**src/rtl/instr_encoder_if.sv**
```systemverilog
// -----------------------------------------------------------------------------
// instr_encoder_if
// Request/response bundle for the MIPS instruction encoder.
//   master : request side (drives clear, request fields, out_ready)
//   slave  : encoder side (drives in_ready, out_valid, out_instr, count,
//            err_illegal)
// Signals:
//   clear       synchronous flush of queue and error flag
//   in_valid    request present           in_ready   request can be taken
//   in_op       4-bit operation selector
//   in_rs/in_rt/in_rd/in_shamt  5-bit register / shift fields
//   in_imm      16-bit immediate / branch offset
//   in_target   26-bit J-type word target
//   out_valid   out_instr is a valid word  out_ready  consumer takes the word
//   out_instr   32-bit head-of-queue word
//   count       queue occupancy 0..4       err_illegal sticky illegal-op flag
// -----------------------------------------------------------------------------
interface instr_encoder_if;
    logic        clear;
    logic        in_valid;
    logic        in_ready;
    logic [3:0]  in_op;
    logic [4:0]  in_rs;
    logic [4:0]  in_rt;
    logic [4:0]  in_rd;
    logic [4:0]  in_shamt;
    logic [15:0] in_imm;
    logic [25:0] in_target;
    logic        out_valid;
    logic        out_ready;
    logic [31:0] out_instr;
    logic [2:0]  count;
    logic        err_illegal;

    modport master (
        output clear, in_valid, in_op, in_rs, in_rt, in_rd, in_shamt,
               in_imm, in_target, out_ready,
        input  in_ready, out_valid, out_instr, count, err_illegal
    );

    modport slave (
        input  clear, in_valid, in_op, in_rs, in_rt, in_rd, in_shamt,
               in_imm, in_target, out_ready,
        output in_ready, out_valid, out_instr, count, err_illegal
    );
endinterface

```
**src/rtl/instr_encoder.sv**
```systemverilog
// -----------------------------------------------------------------------------
// instr_encoder
// Encodes operation requests into 32-bit MIPS instruction words and queues
// them in a 4-entry FIFO for an instruction-memory writer.
// Ports:
//   clk    rising-edge clock
//   rst_n  asynchronous active-low reset
//   bus    instr_encoder_if.slave (request fields, handshakes, status)
// Configuration:
//   FP_ENCODE_EN  when defined, op 15 encodes single-precision add.s;
//                 otherwise op 15 is illegal and raises err_illegal.
// -----------------------------------------------------------------------------
module instr_encoder (
    input  logic            clk,
    input  logic            rst_n,
    instr_encoder_if.slave  bus
);

    logic [31:0] mem [4];

    logic [1:0]  wr_ptr_reg, wr_ptr_next;
    logic [1:0]  rd_ptr_reg, rd_ptr_next;
    logic [2:0]  count_reg,  count_next;
    logic        err_reg,    err_next;

    logic [31:0] enc_word;
    logic        enc_legal;
    logic        req_fire;
    logic        push;
    logic        pop;

    // ---------------------------------------------------------------------
    // Encoder: pure function of the current request fields. Fields a format
    // does not use are replaced by zeros rather than passed through.
    // ---------------------------------------------------------------------
    always_comb begin
        enc_word  = 32'h0;
        enc_legal = 1'b1;
        case (bus.in_op)
            4'd0:  enc_word = {6'b000000, bus.in_rs, bus.in_rt, bus.in_rd, 5'd0, 6'b100000};
            4'd1:  enc_word = {6'b000000, bus.in_rs, bus.in_rt, bus.in_rd, 5'd0, 6'b100010};
            4'd2:  enc_word = {6'b000000, bus.in_rs, bus.in_rt, bus.in_rd, 5'd0, 6'b100100};
            4'd3:  enc_word = {6'b000000, bus.in_rs, bus.in_rt, bus.in_rd, 5'd0, 6'b100101};
            4'd4:  enc_word = {6'b000000, bus.in_rs, bus.in_rt, bus.in_rd, 5'd0, 6'b101010};
            4'd5:  enc_word = {6'b000000, 5'd0, bus.in_rt, bus.in_rd, bus.in_shamt, 6'b000000};
            4'd6:  enc_word = {6'b000000, 5'd0, bus.in_rt, bus.in_rd, bus.in_shamt, 6'b000010};
            4'd7:  enc_word = {6'b000000, bus.in_rs, 15'd0, 6'b001000};
            4'd8:  enc_word = {6'b001000, bus.in_rs, bus.in_rt, bus.in_imm};
            4'd9:  enc_word = {6'b100011, bus.in_rs, bus.in_rt, bus.in_imm};
            4'd10: enc_word = {6'b101011, bus.in_rs, bus.in_rt, bus.in_imm};
            4'd11: enc_word = {6'b000100, bus.in_rs, bus.in_rt, bus.in_imm};
            4'd12: enc_word = {6'b000101, bus.in_rs, bus.in_rt, bus.in_imm};
            4'd13: enc_word = {6'b000010, bus.in_target};
            4'd14: enc_word = {6'b000011, bus.in_target};
            default: begin
`ifdef FP_ENCODE_EN
                // add.s fd, fs, ft : COP1, fmt=S, ft=rt, fs=rd, fd=shamt
                enc_word = {6'b010001, 5'b10000, bus.in_rt, bus.in_rd, bus.in_shamt, 6'b000000};
`else
                enc_legal = 1'b0;
`endif
            end
        endcase
    end

    // ---------------------------------------------------------------------
    // Handshake and queue control. clear suppresses both push and pop so a
    // flush never half-applies a transfer.
    // ---------------------------------------------------------------------
    assign bus.in_ready  = (count_reg != 3'd4);
    assign bus.out_valid = (count_reg != 3'd0);
    assign bus.count     = count_reg;
    assign bus.err_illegal = err_reg;

    assign req_fire = bus.in_valid && bus.in_ready && !bus.clear;
    assign push     = req_fire && enc_legal;
    assign pop      = bus.out_valid && bus.out_ready && !bus.clear;

    always_comb begin
        wr_ptr_next = wr_ptr_reg;
        rd_ptr_next = rd_ptr_reg;
        count_next  = count_reg;
        err_next    = err_reg;
        if (bus.clear) begin
            wr_ptr_next = 2'd0;
            rd_ptr_next = 2'd0;
            count_next  = 3'd0;
            err_next    = 1'b0;
        end else begin
            if (push) begin
                wr_ptr_next = wr_ptr_reg + 2'd1;
            end
            if (pop) begin
                rd_ptr_next = rd_ptr_reg + 2'd1;
            end
            count_next = count_reg + {2'b00, push} - {2'b00, pop};
            if (req_fire && !enc_legal) begin
                err_next = 1'b1;
            end
        end
    end

    always_ff @(posedge clk or negedge rst_n) begin
        if (!rst_n) begin
            wr_ptr_reg <= 2'd0;
            rd_ptr_reg <= 2'd0;
            count_reg  <= 3'd0;
            err_reg    <= 1'b0;
        end else begin
            wr_ptr_reg <= wr_ptr_next;
            rd_ptr_reg <= rd_ptr_next;
            count_reg  <= count_next;
            err_reg    <= err_next;
        end
    end

    // Storage needs no reset: an entry is only visible while counted.
    always_ff @(posedge clk) begin
        if (push) begin
            mem[wr_ptr_reg] <= enc_word;
        end
    end

    // Gating by out_valid gives a zero word while empty or in reset.
    assign bus.out_instr = bus.out_valid ? mem[rd_ptr_reg] : 32'h0;

endmodule

```
**src/flat_wrapper.sv**
```systemverilog
// flat-port wrapper written by rule: the top's interface ports become plain ports
module instr_encoder_flat 
  (clk, rst_n, bus_clear, bus_in_valid, bus_in_op, bus_in_rs, bus_in_rt, bus_in_rd, bus_in_shamt, bus_in_imm, bus_in_target, bus_out_ready, bus_in_ready, bus_out_valid, bus_out_instr, bus_count, bus_err_illegal);
  instr_encoder_if bus_i ();
  input  logic clk;
  input  logic rst_n;
  input wire logic [$bits(bus_i.clear)-1:0] bus_clear;
  input wire logic [$bits(bus_i.in_valid)-1:0] bus_in_valid;
  input wire logic [$bits(bus_i.in_op)-1:0] bus_in_op;
  input wire logic [$bits(bus_i.in_rs)-1:0] bus_in_rs;
  input wire logic [$bits(bus_i.in_rt)-1:0] bus_in_rt;
  input wire logic [$bits(bus_i.in_rd)-1:0] bus_in_rd;
  input wire logic [$bits(bus_i.in_shamt)-1:0] bus_in_shamt;
  input wire logic [$bits(bus_i.in_imm)-1:0] bus_in_imm;
  input wire logic [$bits(bus_i.in_target)-1:0] bus_in_target;
  input wire logic [$bits(bus_i.out_ready)-1:0] bus_out_ready;
  output wire logic [$bits(bus_i.in_ready)-1:0] bus_in_ready;
  output wire logic [$bits(bus_i.out_valid)-1:0] bus_out_valid;
  output wire logic [$bits(bus_i.out_instr)-1:0] bus_out_instr;
  output wire logic [$bits(bus_i.count)-1:0] bus_count;
  output wire logic [$bits(bus_i.err_illegal)-1:0] bus_err_illegal;
  assign bus_i.clear = bus_clear;
  assign bus_i.in_valid = bus_in_valid;
  assign bus_i.in_op = bus_in_op;
  assign bus_i.in_rs = bus_in_rs;
  assign bus_i.in_rt = bus_in_rt;
  assign bus_i.in_rd = bus_in_rd;
  assign bus_i.in_shamt = bus_in_shamt;
  assign bus_i.in_imm = bus_in_imm;
  assign bus_i.in_target = bus_in_target;
  assign bus_i.out_ready = bus_out_ready;
  assign bus_in_ready = bus_i.in_ready;
  assign bus_out_valid = bus_i.out_valid;
  assign bus_out_instr = bus_i.out_instr;
  assign bus_count = bus_i.count;
  assign bus_err_illegal = bus_i.err_illegal;
  instr_encoder u_core (.clk(clk), .rst_n(rst_n), .bus(bus_i));
endmodule
```
**config.mk**
```make
export PLATFORM = sky130hd
export DESIGN_NAME = instr_encoder_flat
export DESIGN_NICKNAME = d
export VERILOG_FILES = /design/src/rtl/instr_encoder_if.sv /design/src/rtl/instr_encoder.sv /design/src/flat_wrapper.sv
export SDC_FILE = /design/constraint.sdc
export NUM_CORES = 1
export LEC_CHECK = 0
export ABC_AREA = 1
export BUFFER_PORTS_ARGS = -buffer_cell sky130_fd_sc_hd__clkbuf_2
export CAP_MARGIN = 20
export CORE_ASPECT_RATIO = 1.1
export CORE_UTILIZATION = 44
export DETAILED_ROUTE_END_ITERATION = 10
export PLACE_DENSITY_LB_ADDON = 0.05
export SLEW_MARGIN = 20
export SYNTH_ARGS = -nofsm -noshare
export SYNTH_HDL_FRONTEND = slang
export SYNTH_SLANG_ARGS = --single-unit
export TNS_END_PERCENT = 20
```
**constraint.sdc**
```tcl
create_clock -name clk -period 7.7 [get_ports clk]
set_input_delay 0.77 -clock clk [delete_from_list [all_inputs] [get_ports clk]]
set_output_delay 0.77 -clock clk [all_outputs]
set_load 0.01 [all_outputs]
```
==> flow_results.xml, run 1 <==
<?xml version="1.0" encoding="UTF-8"?>
<metrics>
  <group name="global_route">
    <metric name="global_route_wire_length_before_repair" unit="mm">20.55</metric>
    <metric name="antenna_found_initial" unit="">0</metric>
    <metric name="number_of_global_route_vias_before_repair" unit="">3990</metric>
    <metric name="grt_start_max_net_pins" unit="">66</metric>
    <metric name="gr-total-overflow" unit="">0</metric>
    <metric name="gr-usage-met1" unit="">0.2658</metric>
    <metric name="grt_use_total" unit="">0.2012</metric>
    <metric name="grt-busiest-layer" unit="">met2</metric>
    <metric name="met2_track_demand_over_resource" unit="">0.3275</metric>
    <metric name="globalRouteMet3Util" unit="">0.04964</metric>
  </group>
  <group name="sta">
    <metric name="rsz0062_at_grt" unit="">false</metric>
    <metric name="timing.final.hold_violations" unit="">0</metric>
    <metric name="max_freq" unit="MHz">296.7</metric>
    <metric name="worst_clock_skew" unit="ns">0.005332</metric>
    <metric name="slew_headroom" unit="">0.3169</metric>
    <metric name="final_period_minus_worst_setup_slack" unit="ns">3.370</metric>
    <metric name="timing.final.setup_violations" unit="">0</metric>
    <metric name="timing_worst_slew_pin_value" unit="ns">1.022</metric>
    <metric name="maxSlewViolCount" unit="">0</metric>
    <metric name="final.setup.worst_slack" unit="ns">4.330</metric>
    <metric name="setup_tns" unit="ns">0</metric>
    <metric name="final.period_utilization" unit="">0.4377</metric>
    <metric name="timing.hold.ws" unit="ns">0.2105</metric>
  </group>
  <group name="drt">
    <metric name="vias" unit="">4197</metric>
    <metric name="number_of_nets_with_antenna_violations_after_routing" unit="">0</metric>
    <metric name="drc" unit="">0</metric>
    <metric name="vias_per_cell" unit="">4.967</metric>
    <metric name="wl_per_cell" unit="µm">15.60</metric>
    <metric name="dr.pass1.iters" unit="">5</metric>
    <metric name="dr.first_iter.drc_count" unit="">226</metric>
    <metric name="wl" unit="mm">13.18</metric>
  </group>
  <group name="die">
    <metric name="die_w" unit="µm">112.6</metric>
    <metric name="initial_core_utilization" unit="">0.4500</metric>
    <metric name="chipHeight" unit="µm">123.7</metric>
    <metric name="number_of_i_o_pins" unit="">109</metric>
    <metric name="rows" unit="">44</metric>
    <metric name="core" unit="µm²">13160</metric>
    <metric name="area_of_the_die" unit="µm²">13920</metric>
  </group>
  <group name="clock_tree">
    <metric name="post_cts_buffers" unit="">0</metric>
    <metric name="cts_max_path_buffers" unit="">2</metric>
    <metric name="cts_hold_repair.buffers" unit="">0</metric>
    <metric name="post_cts_resize_count" unit="">0</metric>
    <metric name="numCtsBuffers" unit="">17</metric>
    <metric name="insertion_delay" unit="ns">0.40</metric>
    <metric name="htreeDepth" unit="">4</metric>
    <metric name="clk_pin_slew_worst_paths" unit="ns">0.06</metric>
    <metric name="cts.sinks" unit="">132</metric>
    <metric name="clockRootBuffer" unit="">sky130_fd_sc_hd__clkbuf_16</metric>
    <metric name="cts_tree" unit="">done</metric>
  </group>
  <group name="placement">
    <metric name="gp_routability_congestion" unit="">0.7874</metric>
    <metric name="dpl.cell_count" unit="">813</metric>
    <metric name="pre_cts_ws" unit="ns">4.391</metric>
    <metric name="placedInstanceArea" unit="µm²">6559</metric>
    <metric name="dpl_hpwl" unit="mm">8.054</metric>
    <metric name="port_buffers" unit="">107</metric>
  </group>
  <group name="logic_synthesis">
    <metric name="postSynth.topFlopCell" unit="">sky130_fd_sc_hd__edfxtp_1</metric>
    <metric name="ys.warnings.count" unit="">0</metric>
    <metric name="post_synth_instance_area" unit="µm²">5921</metric>
    <metric name="seq_area_frac_synth" unit="">0.6627</metric>
    <metric name="synth_area_per_cell" unit="µm²">10.42</metric>
    <metric name="synth_edf_count" unit="">124</metric>
    <metric name="yosysUniqueCellTypes" unit="">23</metric>
    <metric name="syn-instance-count" unit="">568</metric>
    <metric name="syn-num-nets" unit="">646</metric>
    <metric name="ys_ff_latch" unit="">132</metric>
    <metric name="ys_async_sr_fraction" unit="">0.06061</metric>
  </group>
  <group name="worst_setup_path">
    <metric name="crit_required" unit="ns">6.93</metric>
    <metric name="timing.critical_path.to_type" unit="">primary output</metric>
    <metric name="critPathArrivalTime" unit="ns">2.60</metric>
    <metric name="critPathKind" unit="">reg -&gt; out</metric>
    <metric name="start_kind" unit="">flip-flop</metric>
    <metric name="worstPathMaxFanout" unit="">65</metric>
  </group>
  <group name="run_status">
    <metric name="outcome" unit="">complete, no violations</metric>
  </group>
  <group name="min_path">
    <metric name="holdCritPathClass" unit="">in -&gt; async</metric>
  </group>
  <group name="power">
    <metric name="power.ir.vdd_worst" unit="V">0.0001344</metric>
    <metric name="fin_total_pwr" unit="mW">2.190</metric>
    <metric name="cellPowerDensity" unit="nW/µm²">305.1</metric>
    <metric name="leakage" unit="nW">2.921</metric>
  </group>
  <group name="layout">
    <metric name="finalNetCount" unit="">750</metric>
    <metric name="antenna_cells" unit="">0</metric>
    <metric name="final_cell_area" unit="µm²">7178</metric>
    <metric name="number_of_flip_flops_in_the_largest_register" unit="">124</metric>
    <metric name="finish.cell_count_without_fillers" unit="">845</metric>
    <metric name="layout-drive-gt1-share" unit="">0.2295</metric>
    <metric name="finalCoreUtilization" unit="">0.5456</metric>
    <metric name="area_growth_syn_to_layout" unit="%">21.24</metric>
  </group>
  <group name="flow_run">
    <metric name="cap_viol_max_count" unit="">0</metric>
  </group>
</metrics>
-- where the power goes --
group          switching (mW)  internal [mW]  total, mW  leakage [nW]
sequential             0.0463          0.839      0.886          1.25
clock                   0.287          0.504      0.792         0.274
combinational           0.338          0.175      0.513          1.40
total                   0.672           1.52       2.19          2.92
-- per-layer routing --
metal | vias to the layer above | share of wire
li1 | 2131 | -
met4 | 0 | 0.0071
met2 | 122 | 0.47
met5 | - | 0
met3 | 8 | 0.051
met1 | 1936 | 0.47
-- cells by family after synthesis --
group / count (synthesis) / share of synthesized area
AOI/OAI and AO/OA: 109 / 0.09467
buffers and inverters: 60 / 0.05135
other: 1 / 0.0006334
adders and majority gates: 7 / 0.01606
xor gates and xnor gates: 2 / 0.002959
and+or+nand+nor: 257 / 0.1716
DFF: 132 / 0.6627
-- path summary, 6_finish.rpt --
path	cells after the start	slack, ns	endpoint	startpoint
min in group clk	2	0.53	u_core.bus.err_illegal$_DFFE_PN0P_	u_core.bus.err_illegal$_DFFE_PN0P_
min reg2reg	2	0.53	u_core.bus.err_illegal$_DFFE_PN0P_	u_core.bus.err_illegal$_DFFE_PN0P_
max reg2reg	4	5.28	u_core.mem[2][9]$_DFFE_PP_	u_core.bus.count[1]$_DFF_PN0_
max in group asynchronous	1	7.28	u_core.rd_ptr_reg[0]$_DFFE_PN0P_	rst_n
max	4	4.33	bus_out_instr[1]	u_core.rd_ptr_reg[0]$_DFFE_PN0P_
min	1	0.21	u_core.wr_ptr_reg[0]$_DFFE_PN0P_	rst_n
-- cells in the mapped netlist (2+ instances only) --
| library cell | count | area share |
|---|---|---|
| sky130_fd_sc_hd__nor2_1 | 140 | 0.089 |
| sky130_fd_sc_hd__edfxtp_1 | 124 | 0.63 |
| sky130_fd_sc_hd__nand2_1 | 88 | 0.056 |
| sky130_fd_sc_hd__o21ai_0 | 69 | 0.058 |
| sky130_fd_sc_hd__a21oi_1 | 34 | 0.029 |
| sky130_fd_sc_hd__inv_1 | 30 | 0.019 |
| sky130_fd_sc_hd__nand3_1 | 21 | 0.018 |
| sky130_fd_sc_hd__buf_2 | 9 | 0.0076 |
| sky130_fd_sc_hd__dfrtp_1 | 8 | 0.034 |
| sky130_fd_sc_hd__buf_6 | 7 | 0.013 |
| sky130_fd_sc_hd__clkbuf_1 | 7 | 0.0044 |
| sky130_fd_sc_hd__ha_1 | 6 | 0.013 |
| sky130_fd_sc_hd__buf_4 | 4 | 0.0051 |
| sky130_fd_sc_hd__nand2_2 | 4 | 0.0042 |
| sky130_fd_sc_hd__o21ai_1 | 4 | 0.0034 |
| sky130_fd_sc_hd__inv_2 | 3 | 0.0019 |
| sky130_fd_sc_hd__nand4_1 | 3 | 0.0032 |
| sky130_fd_sc_hd__xor2_1 | 2 | 0.0030 |
-- critical path, cell delays in order (launching register included) --
cell	delay (ns)
sky130_fd_sc_hd__dfrtp_4	0.75
sky130_fd_sc_hd__inv_2	0.79
sky130_fd_sc_hd__o21ai_0	0.22
sky130_fd_sc_hd__a21oi_1	0.25
sky130_fd_sc_hd__clkbuf_2	0.17
-- layout by cell type (no fill, tap or decap) --
cell type	count
sky130_fd_sc_hd__a21oi_1	34
sky130_fd_sc_hd__a21oi_4	1
sky130_fd_sc_hd__buf_16	2
sky130_fd_sc_hd__buf_4	3
sky130_fd_sc_hd__bufinv_16	3
sky130_fd_sc_hd__clkbuf_16	17
sky130_fd_sc_hd__clkbuf_2	107
sky130_fd_sc_hd__clkinv_1	1
sky130_fd_sc_hd__clkinv_2	3
sky130_fd_sc_hd__clkinv_4	2
sky130_fd_sc_hd__clkinvlp_4	5
sky130_fd_sc_hd__conb_1	1
sky130_fd_sc_hd__dfrtp_1	7
sky130_fd_sc_hd__dfrtp_4	1
sky130_fd_sc_hd__edfxtp_1	124
sky130_fd_sc_hd__fa_1	1
sky130_fd_sc_hd__ha_1	6
sky130_fd_sc_hd__inv_1	30
sky130_fd_sc_hd__inv_2	3
sky130_fd_sc_hd__nand2_1	88
sky130_fd_sc_hd__nand2_2	4
sky130_fd_sc_hd__nand3_1	21
sky130_fd_sc_hd__nand4_1	3
sky130_fd_sc_hd__nor2_1	136
sky130_fd_sc_hd__nor2_4	5
sky130_fd_sc_hd__o21ai_0	69
sky130_fd_sc_hd__o21ai_1	4
sky130_fd_sc_hd__o21ai_2	1
sky130_fd_sc_hd__xor2_1	2
-- cell type report --
cell class / instances / area (µm²)
Fill cell: 1170 / 5979
Sequential cell: 132 / 3928
Multi-Input combinational cell: 376 / 1723
Timing Repair Buffer: 112 / 613.1
Clock buffer: 17 / 425.4
Tap cell: 161 / 201.4
Clock inverter: 14 / 163.9
Inverter: 33 / 123.9
Power figures use the tool's default switching activity.
==> inputs of run 2 (changes only) <==
==> constraint.sdc (replaced) <==
create_clock -name clk -period 3.5 [get_ports clk]
set_input_delay 0.35 -clock clk [delete_from_list [all_inputs] [get_ports clk]]
set_output_delay 0.35 -clock clk [all_outputs]
set_load 0.01 [all_outputs]
==> run 2 against run 1 <==
Compared with the run above: first-iteration DRC count up 26%; power is 130% higher; wire length grew 1.1%; critical path type unchanged; critical endpoint is now bus_out_instr[3]; largest cell class unchanged.
==> flow_results.xml, run 2 (synthesis results as in run 1) <==
<?xml version="1.0" encoding="UTF-8"?>
<metrics>
  <group name="sta">
    <metric name="final.setup.worst_slack" unit="ns">0.9250</metric>
    <metric name="timing.final.setup_violations" unit="">0</metric>
    <metric name="timing.hold.ws" unit="ns">0.1908</metric>
    <metric name="rsz0062_at_grt" unit="">false</metric>
    <metric name="worst_clock_skew" unit="ns">0.01018</metric>
    <metric name="final.period_utilization" unit="">0.7357</metric>
    <metric name="timing_worst_slew_pin_value" unit="ns">1.005</metric>
    <metric name="setup_tns" unit="ns">0</metric>
    <metric name="final_period_minus_worst_setup_slack" unit="ns">2.575</metric>
    <metric name="slew_headroom" unit="">0.3230</metric>
    <metric name="timing.final.hold_violations" unit="">0</metric>
    <metric name="max_freq" unit="MHz">388.4</metric>
    <metric name="maxSlewViolCount" unit="">0</metric>
  </group>
  <group name="flow_run">
    <metric name="cap_viol_max_count" unit="">0</metric>
  </group>
  <group name="global_route">
    <metric name="gr-total-overflow" unit="">0</metric>
    <metric name="grt_use_total" unit="">0.1999</metric>
    <metric name="number_of_global_route_vias_before_repair" unit="">3922</metric>
    <metric name="antenna_found_initial" unit="">0</metric>
    <metric name="global_route_wire_length_before_repair" unit="mm">20.53</metric>
    <metric name="grt_start_max_net_pins" unit="">65</metric>
  </group>
  <group name="run_status">
    <metric name="outcome" unit="">complete, no violations</metric>
  </group>
  <group name="layout">
    <metric name="antenna_cells" unit="">0</metric>
    <metric name="fill_cells" unit="">1173</metric>
    <metric name="most-common-layout-cells" unit="">sky130_fd_sc_hd__nor2_1 (136), sky130_fd_sc_hd__edfxtp_1 (124), sky130_fd_sc_hd__clkbuf_2 (107), sky130_fd_sc_hd__nand2_1 (88), sky130_fd_sc_hd__o21ai_0 (69)</metric>
    <metric name="finalNetCount" unit="">754</metric>
    <metric name="area_growth_syn_to_layout" unit="%">22.34</metric>
    <metric name="mostFrequentLayoutCell" unit="">sky130_fd_sc_hd__nor2_1</metric>
    <metric name="finalCoreUtilization" unit="">0.5505</metric>
    <metric name="number_of_flip_flops_in_the_largest_register" unit="">124</metric>
    <metric name="layout-drive-gt1-share" unit="">0.2308</metric>
  </group>
  <group name="clock_tree">
    <metric name="clockRootBuffer" unit="">sky130_fd_sc_hd__clkbuf_16</metric>
    <metric name="cts_tree" unit="">done</metric>
    <metric name="numCtsBuffers" unit="">17</metric>
    <metric name="post_cts_buffers" unit="">0</metric>
    <metric name="clk_pin_slew_worst_paths" unit="ns">0.05</metric>
    <metric name="insertion_delay" unit="ns">0.40</metric>
    <metric name="cts.sinks" unit="">132</metric>
    <metric name="cts_max_path_buffers" unit="">2</metric>
    <metric name="htreeDepth" unit="">4</metric>
  </group>
  <group name="worst_setup_path">
    <metric name="reg2reg_to" unit="">u_core.bus.count[2]$_DFF_PN0_</metric>
    <metric name="critPathArrivalTime" unit="ns">2.22</metric>
    <metric name="crit-reg2reg-launch" unit="">u_core.bus.count[1]$_DFF_PN0_</metric>
    <metric name="regToRegSetupSlack" unit="ns">1.31</metric>
    <metric name="critPathKind" unit="">reg -&gt; out</metric>
    <metric name="worstPathMaxFanout" unit="">63</metric>
    <metric name="start_kind" unit="">flip-flop</metric>
    <metric name="timing.critical_path.to_type" unit="">primary output</metric>
    <metric name="crit_required" unit="ns">3.15</metric>
    <metric name="reg2reg_depth" unit="">11</metric>
  </group>
  <group name="drt">
    <metric name="vias" unit="">4283</metric>
    <metric name="wl" unit="mm">13.33</metric>
    <metric name="wl_per_cell" unit="µm">15.68</metric>
    <metric name="drc" unit="">0</metric>
    <metric name="vias_per_cell" unit="">5.039</metric>
    <metric name="dr.pass1.iters" unit="">4</metric>
    <metric name="dr.first_iter.drc_count" unit="">284</metric>
    <metric name="number_of_nets_with_antenna_violations_after_routing" unit="">0</metric>
  </group>
  <group name="placement">
    <metric name="dpl_hpwl" unit="mm">8.093</metric>
    <metric name="pre_cts_ws" unit="ns">1.202</metric>
    <metric name="gp_routability_congestion" unit="">0.8415</metric>
    <metric name="port_buffers" unit="">107</metric>
  </group>
  <group name="die">
    <metric name="area_of_the_die" unit="µm²">13920</metric>
    <metric name="initial_core_utilization" unit="">0.4500</metric>
    <metric name="rows" unit="">44</metric>
    <metric name="die_w" unit="µm">112.6</metric>
    <metric name="core" unit="µm²">13160</metric>
    <metric name="chipHeight" unit="µm">123.7</metric>
    <metric name="number_of_i_o_pins" unit="">109</metric>
  </group>
  <group name="power">
    <metric name="leakage" unit="nW">2.974</metric>
    <metric name="power.ir.vdd_worst" unit="V">0.0003415</metric>
    <metric name="cellPowerDensity" unit="nW/µm²">698.1</metric>
  </group>
  <group name="min_path">
    <metric name="whs_endpoint" unit="">u_core.bus.err_illegal$_DFFE_PN0P_</metric>
    <metric name="min_delay_src" unit="">bus_clear</metric>
    <metric name="holdCritPathClass" unit="">in -&gt; reg</metric>
    <metric name="min_delay_path_depth" unit="">2</metric>
  </group>
</metrics>
-- run 2: cell types whose count changed in the layout (fill, tap and decap cells not counted), sizes merged --
cell and change:
clkinvlp -4, bufinv +3, clkbuf +2, buf +3, dlygate4sd3 +1
-- run 2: cell type report --
class                      count  area [µm²]  area share
tap                          161       201.4     0.02781
clock buffer                  19       432.9     0.05977
clock inverter                13       231.5     0.03196
sequential                   132        3925      0.5419
multi-input combinational    376        1723      0.2379
timing repair buffer         116       605.6     0.08361
inverter                      33       123.9     0.01710
-- run 2: worst max path at each step --
stage	start	to	slack, ns	cells after the start
after global routing	u_core.rd_ptr_reg[0]$_DFFE_PN0P_	bus_out_instr[1]	0.72	4
final	u_core.rd_ptr_reg[0]$_DFFE_PN0P_	bus_out_instr[3]	0.93	4
after detailed placement	bus_in_op[0]	u_core.bus.count[2]$_DFF_PN0_	1.20	11
after CTS	u_core.rd_ptr_reg[0]$_DFFE_PN0P_	bus_out_instr[3]	0.90	4
after global placement	bus_in_op[0]	u_core.bus.count[2]$_DFF_PN0_	1.28	11
after floorplan	u_core.bus.count[1]$_DFF_PN0_	u_core.mem[0][0]$_DFFE_PP_	0.83	4
-- run 2: worst max-delay path, cell delays in order, from the launching register on --
cell and delay [ns]:
sky130_fd_sc_hd__dfrtp_2 0.40, sky130_fd_sc_hd__inv_2 0.70, sky130_fd_sc_hd__o21ai_0 0.22, sky130_fd_sc_hd__a21oi_1 0.30
sky130_fd_sc_hd__clkbuf_2 0.19
-- run 2: per-stage QoR --
stage / instance area (µm²) / total power, mW / cells
2_1_floorplan: 5921 / 2.699 / 568
3_3_place_gp: 6569 / 3.124 / 817
3_5_place_dp: 6569 / 3.145 / 817
4_1_cts: 7243 / 5.116 / 850
5_1_grt: 7243 / 5.318 / 850
6_report: 7243 / 5.056 / 850
-- run 2: where the power goes --
| part | internal (mW) | switching, mW | total, mW |
|---|---|---|---|
| Sequential | 1.85 | 0.0351 | 1.88 |
| Clock | 1.34 | 0.631 | 1.97 |
| Combinational | 0.388 | 0.821 | 1.21 |
-- run 2: layer usage --
metal	up-vias	global-route usage	part of all wire
met1	2020	0.2553	0.45
met3	7	0.04039	0.049
li1	2140	-	-
met4	0	0.07167	0.0063
met5	-	0	0
met2	116	0.3407	0.49
-- run 2: timing repair --
item | 4_1_cts | 5_1_grt
hold endpoints to repair | 8 | 0
resized for setup | 0 | 0
endpoints found under the setup margin | 0 | 0
hold buffers | 1 | 0
